File: src/rtl/tlp_tap_pack.sv
// rtl/tlp_tap_pack.sv - normalises snooped PCIe TLPs to TLP_LEN bytes for the encapsulation FIFO
// Optional statistics counters are built only when TLP_TAP_STATS_EN is defined.
module tlp_tap_pack #(
  parameter int TLP_LEN = 32
) (
  input  logic        clk156,
  input  logic        sys_rst_n,
  input  logic        s_axis_tvalid,
  input  logic [63:0] s_axis_tdata,
  input  logic [7:0]  s_axis_tkeep,
  input  logic        s_axis_tlast,
  input  logic        s_axis_tuser,
  output logic        wr_en,
  output logic [73:0] din,
  input  logic        full,
  input  logic        prog_full,
  output logic [31:0] tlp_cnt,
  output logic [31:0] drop_cnt,
  output logic [31:0] trunc_cnt
);

  localparam int N  = TLP_LEN / 8;
  localparam int IW = (N > 1) ? $clog2(N) : 1;
  localparam logic [IW-1:0] LAST_IDX = IW'(N - 1);
  localparam bit ONE_WORD = (N == 1);

  localparam logic [2:0] S_IDLE    = 3'd0;
  localparam logic [2:0] S_CAPTURE = 3'd1;
  localparam logic [2:0] S_PAD     = 3'd2;
  localparam logic [2:0] S_SKIP    = 3'd3;
  localparam logic [2:0] S_DROP    = 3'd4;

  logic [2:0]    st, st_n;
  logic [IW-1:0] idx, idx_n;
  logic          drop_pend, drop_pend_n;
  logic          err_acc, err_acc_n;

  logic          wr_due;
  logic [63:0]   word_data;
  logic          word_last;
  logic          word_user;
  logic [63:0]   beat_data;

  // Zero the bytes of the incoming beat that are not enabled by tkeep.
  always_comb begin
    beat_data = '0;
    for (int i = 0; i < 8; i++) begin
      if (s_axis_tkeep[i]) beat_data[i*8 +: 8] = s_axis_tdata[i*8 +: 8];
    end
  end

  // Next-state logic and the word to be written this cycle.
  always_comb begin
    st_n        = st;
    idx_n       = idx;
    drop_pend_n = drop_pend;
    err_acc_n   = err_acc;
    wr_due      = 1'b0;
    word_data   = '0;
    word_last   = 1'b0;
    word_user   = 1'b0;

    case (st)
      S_IDLE: begin
        idx_n = '0;
        if (s_axis_tvalid) begin
          if (prog_full) begin
            // Not enough room for a whole frame: drop the TLP outright.
            st_n = s_axis_tlast ? S_IDLE : S_DROP;
          end else begin
            wr_due    = 1'b1;
            word_data = beat_data;
            err_acc_n = s_axis_tuser;
            if (ONE_WORD) begin
              word_last = 1'b1;
              word_user = s_axis_tuser;
              err_acc_n = 1'b0;
              st_n      = s_axis_tlast ? S_IDLE : S_SKIP;
            end else begin
              idx_n = IW'(1);
              st_n  = s_axis_tlast ? S_PAD : S_CAPTURE;
            end
          end
        end
      end

      S_CAPTURE: begin
        if (s_axis_tvalid) begin
          wr_due    = 1'b1;
          word_data = beat_data;
          err_acc_n = err_acc | s_axis_tuser;
          if (idx == LAST_IDX) begin
            word_last = 1'b1;
            word_user = err_acc | s_axis_tuser;
            idx_n     = '0;
            st_n      = s_axis_tlast ? S_IDLE : S_SKIP;
          end else begin
            idx_n = idx + IW'(1);
            if (s_axis_tlast) st_n = S_PAD;
          end
        end
      end

      S_PAD: begin
        wr_due = 1'b1;
        // Any beat seen here belongs to a following TLP that cannot be admitted.
        if (s_axis_tvalid) drop_pend_n = ~s_axis_tlast;
        if (idx == LAST_IDX) begin
          word_last   = 1'b1;
          word_user   = err_acc;
          idx_n       = '0;
          st_n        = drop_pend_n ? S_DROP : S_IDLE;
          drop_pend_n = 1'b0;
        end else begin
          idx_n = idx + IW'(1);
        end
      end

      S_SKIP, S_DROP: begin
        if (s_axis_tvalid && s_axis_tlast) begin
          st_n  = S_IDLE;
          idx_n = '0;
        end
      end

      default: begin
        st_n        = S_IDLE;
        idx_n       = '0;
        drop_pend_n = 1'b0;
      end
    endcase
  end

  // State registers and the registered FIFO write port.
  always_ff @(posedge clk156 or negedge sys_rst_n) begin
    if (!sys_rst_n) begin
      st        <= S_IDLE;
      idx       <= '0;
      drop_pend <= 1'b0;
      err_acc   <= 1'b0;
      wr_en     <= 1'b0;
      din       <= '0;
    end else begin
      st        <= st_n;
      idx       <= idx_n;
      drop_pend <= drop_pend_n;
      err_acc   <= err_acc_n;
      // A write that meets a full FIFO is lost; the sequence still advances.
      wr_en     <= wr_due & ~full;
      if (wr_due) din <= {8'hFF, word_data, word_last, word_user};
    end
  end

`ifdef TLP_TAP_STATS_EN
  logic        inc_tlp, inc_drop, inc_trunc;
  logic [31:0] tlp_q, drop_q, trunc_q;

  assign inc_tlp   = wr_due & ~full & word_last;
  assign inc_drop  = s_axis_tvalid &
                     (((st == S_IDLE) & prog_full) | ((st == S_PAD) & ~drop_pend));
  assign inc_trunc = s_axis_tvalid & ~s_axis_tlast &
                     (((st == S_CAPTURE) & (idx == LAST_IDX)) |
                      (ONE_WORD & (st == S_IDLE) & ~prog_full));

  // Wrapping statistics counters.
  always_ff @(posedge clk156 or negedge sys_rst_n) begin
    if (!sys_rst_n) begin
      tlp_q   <= '0;
      drop_q  <= '0;
      trunc_q <= '0;
    end else begin
      if (inc_tlp)   tlp_q   <= tlp_q + 32'd1;
      if (inc_drop)  drop_q  <= drop_q + 32'd1;
      if (inc_trunc) trunc_q <= trunc_q + 32'd1;
    end
  end

  assign tlp_cnt   = tlp_q;
  assign drop_cnt  = drop_q;
  assign trunc_cnt = trunc_q;
`else
  assign tlp_cnt   = '0;
  assign drop_cnt  = '0;
  assign trunc_cnt = '0;
`endif

endmodule

File: config.mk
export PLATFORM = sky130hd
export DESIGN_NAME = tlp_tap_pack
export DESIGN_NICKNAME = d
export VERILOG_FILES = /design/src/rtl/tlp_tap_pack.sv
export SDC_FILE = /design/constraint.sdc
export NUM_CORES = 1
export LEC_CHECK = 0
export ABC_AREA = 1
export CAP_MARGIN = 30
export CORE_ASPECT_RATIO = 0.6
export CORE_UTILIZATION = 42
export CTS_BUF_LIST = sky130_fd_sc_hd__clkbuf_8
export CTS_CLUSTER_SIZE = 12
export DETAILED_ROUTE_END_ITERATION = 12
export PLACE_DENSITY = 0.95
export SETUP_SLACK_MARGIN = 0.3
export SKIP_CTS_REPAIR_TIMING = 1
export SLEW_MARGIN = 20
export SYNTH_ARGS = -nofsm -noshare
export SYNTH_HDL_FRONTEND = slang
export SYNTH_SLANG_ARGS = --single-unit
export TNS_END_PERCENT = 1
File: constraint.sdc
create_clock -name clk156 -period 3 [get_ports clk156]
set_input_delay 0.6 -clock clk156 [delete_from_list [all_inputs] [get_ports clk156]]
set_output_delay 0.6 -clock clk156 [all_outputs]
set_load 0.1 [all_outputs]
**After elaboration in Yosys (flattened, before gate mapping)**

Cells that the tools add are included.

- Word-level logic and storage cells: 79
- Register bits: 75
- Output and inout bits: 171
- Input port bits: 79

- Equal/unequal tests: 11
- Bitwise logic cells: 4
- Add/subtract/negate cells: 1
- Muxes and demuxes: 49
- Reductions and logical operators: 8

Operators with widths:

| operator | count |
|---|---|
| 64-bit 2-to-1 mux | 3 |
| 64-bit case mux with 2 select lines | 1 |
| 8-bit 2-to-1 mux | 8 |
| 3-bit 2-to-1 mux | 9 |
| 1-bit 2-to-1 mux | 16 |
| 3-bit case mux with 4 select lines | 1 |
| 2-bit 2-to-1 mux | 5 |
| 2-bit inequality test (second input constant) | 5 |
| 1-bit case mux with 2 select lines | 4 |
| 2-bit case mux with 4 select lines | 1 |
| 3-bit by 2-bit equality test with 1-bit output (second input constant) | 2 |
| 5-bit AND reduction | 1 |
| 4-bit AND reduction | 1 |
| 4-bit OR reduction | 1 |
| 3-bit by 1-bit equality test with 1-bit output (second input constant) | 1 |
| 3-bit equality test (second input constant) | 1 |
| 3-bit zero test | 1 |
| 3-bit inequality test (second input constant) | 1 |
| 1-bit case mux with 3 select lines | 1 |
| 2-bit by 1-bit adder with 2-bit output (second input constant) | 1 |
| 2-bit equality test (second input constant) | 1 |
| 1-bit NOT | 2 |
| 2-bit AND reduction | 1 |
| 2-bit nonzero test | 1 |
| other kinds (4) | 4 |

**Longest topological paths before layout**

- Word-level depth: 6
- Gate-level depth with buffers: 10
- Depth with buffers taken out: 8

**Least setup slack after synthesis**

No wires, ideal clock.

- Kind: register to output
- From: register din[66] (netlist name)
- To: output port din[67]
- Setup slack: 966 ps
- Required time: 2,400 ps
- Data arrival time: 1,434 ps
- Stages on the path, launching flop included: 2
- Path buffers: 1
- Cell sequence: dfrtp_1 -> buf_4

RTL lines:

| what | RTL line | text |
|---|---|---|
| end: declaration | 14 | `output logic [73:0] din,` |

No word-level cell between the ends.

**Worst setup path after layout**

- From: input port s_axis_tvalid
- To: register din[62]

- Word-level cells in the longest chain between the ends: 2
- Elaborated cells on any way between the ends: 6
- Classes of those cells: mux: 6

RTL lines:

| what | RTL line | text |
|---|---|---|
| start: declaration | 8 | `input logic s_axis_tvalid,` |
| 1-bit 2-to-1 mux, or another cell as far along | 88 | `if (s_axis_tvalid) begin` |
| 1-bit case mux with 3 select lines / 64-bit case mux with 2 select lines (equally long branches) | 63 | `case (st)` |
| end signal: assignment | 150 | `if (wr_due) din <= {8'hFF, word_data, word_last, word_user};` |

Several ways; a longest one is shown, not always the timed one.
A chain may end at the register's enable or synchronous reset.

==> impl_metrics.prom <==
# TYPE chip_impl_metric gauge
chip_impl_metric{name="routed_wire_length",unit="um"} 9540
chip_impl_metric{name="clock_sinks",unit=""} 75
chip_impl_metric{name="synth_xor_area_share",unit="%"} 0
chip_impl_metric{name="grt_start_max_net_pins",unit=""} 76
chip_impl_metric{name="via_count",unit=""} 3350
chip_impl_metric{name="min_period",unit="ns"} 2.08
chip_impl_metric{name="timing.max_slew.rel_slack",unit="%"} 55.6
chip_impl_metric{name="crit_fanout",unit=""} 36
chip_impl_metric{name="timing.final.hold_violations",unit=""} 0
chip_impl_info{name="hp-class",value="in2async"} 1
chip_impl_metric{name="antenna_violating_nets_post_route",unit=""} 0
chip_impl_metric{name="post_synth_top_area_share",unit="%"} 44.0
chip_impl_metric{name="arrival_time_of_the_worst_setup_path",unit="ns"} 2.36
chip_impl_metric{name="drt_drc_violations_left",unit=""} 0
chip_impl_info{name="crit_family",value="buffers and inverters"} 1
chip_impl_info{name="critPathSlowestCell",value="sky130_fd_sc_hd__clkdlybuf4s50_1"} 1
chip_impl_metric{name="clock_network_latency_to_the_later_pin_of_the_worst_skew_pair",unit="ns"} 0.34
chip_impl_metric{name="first_iter_violations",unit=""} 133
chip_impl_metric{name="maxSlewViolCount",unit=""} 0
chip_impl_metric{name="place_worst_setup_slack",unit="ns"} 0.214
chip_impl_metric{name="floorplan.die.width",unit="um"} 132
chip_impl_metric{name="grt_pass1_wl",unit="um"} 14800
chip_impl_metric{name="synth_sequential_area_ratio",unit="%"} 44.0
chip_impl_metric{name="globalRouteOverflowTotal",unit=""} 0
chip_impl_metric{name="core",unit="mm^2"} 0.00988
chip_impl_metric{name="grtUsageTotal",unit="%"} 18.2
chip_impl_metric{name="detail_route.vias_per_cell",unit=""} 4.31
chip_impl_metric{name="cap_viol_max_count",unit=""} 0
chip_impl_metric{name="detail_route.first_pass.iterations",unit=""} 5
chip_impl_metric{name="crit_path_max_incr_delay",unit="ns"} 0.56
chip_impl_metric{name="worstPathBufferInverterCount",unit=""} 4
chip_impl_metric{name="yosysWarningCount",unit=""} 0
chip_impl_metric{name="layout.core_utilization",unit="%"} 55.4
chip_impl_info{name="start_kind",value="primary input"} 1
chip_impl_metric{name="initial_core_util",unit="%"} 43.2
chip_impl_metric{name="cp.required",unit="ns"} 3.28
chip_impl_metric{name="yosys_register_bits",unit=""} 75
chip_impl_info{name="worst_r2r_startpoint",value="st[0]"} 1
chip_impl_metric{name="cts_buffers",unit=""} 9
chip_impl_metric{name="clock_input_transition_at_the_sequential_cells_of_the_worst_setup_and_hold_paths",unit="ns"} 0.08
chip_impl_info{name="synth_top_family_by_area",value="simple AND/OR/NAND/NOR gates"} 1
chip_impl_metric{name="routed_wire_length_per_instance",unit="um"} 12.3
chip_impl_info{name="synth_cell_count_leaders",value="121 x sky130_fd_sc_hd__nand2_1, 103 x sky130_fd_sc_hd__buf_4, 75 x sky130_fd_sc_hd__dfrtp_1, 71 x sky130_fd_sc_hd__nand3_1, 43 x sky130_fd_sc_hd__nand2_2"} 1
chip_impl_info{name="clock_tree.root_cell",value="sky130_fd_sc_hd__clkbuf_8"} 1
chip_impl_metric{name="synth_cell_type_count",unit=""} 27
chip_impl_metric{name="synth_cells",unit=""} 493
chip_impl_metric{name="die_area",unit="mm^2"} 0.0106
chip_impl_metric{name="ios",unit=""} 250
chip_impl_metric{name="ctsHtreeMaxLevel",unit=""} 3
chip_impl_metric{name="number_of_global_route_vias_before_repair",unit=""} 2950
chip_impl_metric{name="final.setup.tns",unit="ns"} 0
chip_impl_metric{name="finalClockSkew",unit="ns"} 0.00961
chip_impl_metric{name="synth_mux_area_share",unit="%"} 0
chip_impl_metric{name="finalNetCount",unit=""} 720
chip_impl_metric{name="layout_setup_ws",unit="ns"} 0.918
chip_impl_metric{name="worst-slew-pin-transition",unit="ns"} 0.665
chip_impl_info{name="synth_area_leaders",value="sky130_fd_sc_hd__dfrtp_1 44%, sky130_fd_sc_hd__buf_4 18%, sky130_fd_sc_hd__nand2_1 11%, sky130_fd_sc_hd__nand3_1 8.3%, sky130_fd_sc_hd__nand2_2 6.3%"} 1
chip_impl_metric{name="synth-edff-count",unit=""} 0
chip_impl_metric{name="syn2layout_area_growth",unit="%"} 28.3
chip_impl_metric{name="final_min_period_over_clock_period",unit="%"} 69.4
chip_impl_metric{name="die-height",unit="um"} 80.1
chip_impl_metric{name="synth-async-reset-ratio",unit="%"} 100
chip_impl_info{name="setup.worst_path.class",value="in2reg"} 1
chip_impl_metric{name="synth.cell_area",unit="mm^2"} 0.00427
chip_impl_info{name="clock_tree_from_tritoncts",value="done"} 1
chip_impl_metric{name="synth-simple-area-share",unit="%"} 30.4
chip_impl_info{name="synth_largest_area_cell",value="sky130_fd_sc_hd__dfrtp_1"} 1
chip_impl_metric{name="place.detailed.hpwl",unit="um"} 7020
chip_impl_info{name="source_of_the_critical_timing_path",value="s_axis_tvalid"} 1
chip_impl_info{name="cp-end-kind",value="flip-flop"} 1
chip_impl_metric{name="syn_avg_cell_area",unit="um^2"} 8.65
chip_impl_metric{name="row_count",unit=""} 28
chip_impl_metric{name="clock_path_buffers",unit=""} 2
chip_impl_info{name="rsz0062_at_grt",value="no"} 1
chip_impl_metric{name="num_antenna_cells",unit=""} 0
chip_impl_info{name="sequence_of_cells_on_the_critical_path",value="clkdlybuf4s50_1 -> inv_1 -> nor3_4 -> nor2_4 -> buf_12 -> buf_12 -> nand2_1 -> nand2_1"} 1
chip_impl_metric{name="port_buffers",unit=""} 153
chip_impl_metric{name="gp_congestion",unit=""} 0.924
chip_impl_metric{name="final.hold.worst_slack",unit="ns"} 0.181
chip_impl_metric{name="synth_compound_area_share",unit="%"} 1.17
chip_impl_metric{name="max_clock_freq",unit="GHz"} 0.480
chip_impl_metric{name="setup_viol",unit=""} 0
chip_impl_metric{name="post_route_cells_drive_above_1_share",unit="%"} 24.6
chip_impl_info{name="yosys.cell_count.top_type",value="sky130_fd_sc_hd__nand2_1"} 1
chip_impl_metric{name="post_synth_fa_ha_maj_area_fraction",unit="%"} 0.587
chip_impl_metric{name="number_of_antenna_violations_at_the_first_check_in_global_routing",unit=""} 0
chip_impl_info{name="status",value="finished, final reports clean"} 1
chip_impl_info{name="synthFlopType",value="sky130_fd_sc_hd__dfrtp_1"} 1
==> cells by family (layout without fill, tap and decap cells) <==
kind of cell,Yosys count,count (layout)
adder cells (fa/ha/maj),2,2
flip-flops,75,75
AND/OR/NAND/NOR,266,266
buffers and inverters,140,195
AO/OA/AOI/OAI,9,9
other,1,96
==> layout make-up <==
| cell class | count | area, um^2 |
|---|---|---|
| clock buffer | 11 | 151 |
| clock inverter | 4 | 50.0 |
| fill | 913 | 4410 |
| inverter | 24 | 92.6 |
| multi-input combinational | 373 | 1730 |
| sequential | 75 | 1880 |
| tap | 135 | 169 |
| timing repair buffer | 156 | 1400 |
==> state kept, by name, summed over array words and instances, names as in the netlist <==
| register | count |
|---|---|
| drop_pend | 1 |
| wr_en | 1 |
| din | 67 |
| st | 3 |
| idx | 2 |
| err_acc | 1 |
==> worst paths after layout <==
path                            to  slack (ns)  cells after the start
min reg2reg                din[56]        0.48                      2
min                         din[8]        0.18                      1
min in group clk156        din[56]        0.48                      2
max reg2reg                din[22]        1.03                      7
max                        din[62]        0.92                      8
max in group asynchronous  din[41]        2.22                      2
==> placed cells by master, fill, tap and decap left out <==
cell	netlist	layout
sky130_fd_sc_hd__a21oi_1	2	2
sky130_fd_sc_hd__buf_12	0	3
sky130_fd_sc_hd__buf_4	103	76
sky130_fd_sc_hd__bufinv_16	0	1
sky130_fd_sc_hd__clkbuf_8	0	11
sky130_fd_sc_hd__clkdlybuf4s50_1	0	77
sky130_fd_sc_hd__clkinv_2	0	1
sky130_fd_sc_hd__clkinvlp_4	0	2
sky130_fd_sc_hd__conb_1	1	96
sky130_fd_sc_hd__dfrtp_1	75	75
sky130_fd_sc_hd__ha_1	2	2
sky130_fd_sc_hd__inv_1	19	19
sky130_fd_sc_hd__inv_2	4	4
sky130_fd_sc_hd__inv_4	1	1
sky130_fd_sc_hd__nand2_1	121	121
sky130_fd_sc_hd__nand2_2	43	43
sky130_fd_sc_hd__nand2_4	2	2
sky130_fd_sc_hd__nand3_1	71	71
sky130_fd_sc_hd__nand3_2	1	1
sky130_fd_sc_hd__nand3_4	1	1
sky130_fd_sc_hd__nand4_1	3	3
sky130_fd_sc_hd__nor2_1	10	10
sky130_fd_sc_hd__nor2_2	7	7
sky130_fd_sc_hd__nor2_4	3	3
sky130_fd_sc_hd__nor3_1	2	2
sky130_fd_sc_hd__nor3_4	1	1
sky130_fd_sc_hd__o21ai_0	5	5
sky130_fd_sc_hd__o21bai_1	1	1
sky130_fd_sc_hd__o31ai_1	1	1
sky130_fd_sc_hd__or2_2	1	1
==> through the flow <==
stage	std cells	cell area (um^2)
after global placement	761	5230
after floorplan	588	4620
after CTS	776	5430
after detailed placement	761	5230
final	778	5470
after global routing	778	5470
==> per-layer routing <==
layer,GRT usage (%),wire (um),up-vias
li1,-,-,1640
met3,6.44,853,8
met4,5.93,84,0
met2,27.6,4290,167
met5,0,0,-
met1,24.3,4300,1535
==> worst register-to-register path: stages (launching register included) <==
cell and delay, ns:
sky130_fd_sc_hd__dfrtp_1 0.49, sky130_fd_sc_hd__nor2_4 0.19, sky130_fd_sc_hd__nand2_2 0.12, sky130_fd_sc_hd__inv_1 0.10
sky130_fd_sc_hd__nand3_2 0.14, sky130_fd_sc_hd__nand2_4 0.54, sky130_fd_sc_hd__nand3_1 0.23, sky130_fd_sc_hd__nand2_1 0.11
Power is not shown: default switching activity piles up to over one toggle a cycle in this logic, so the estimate is an artifact.
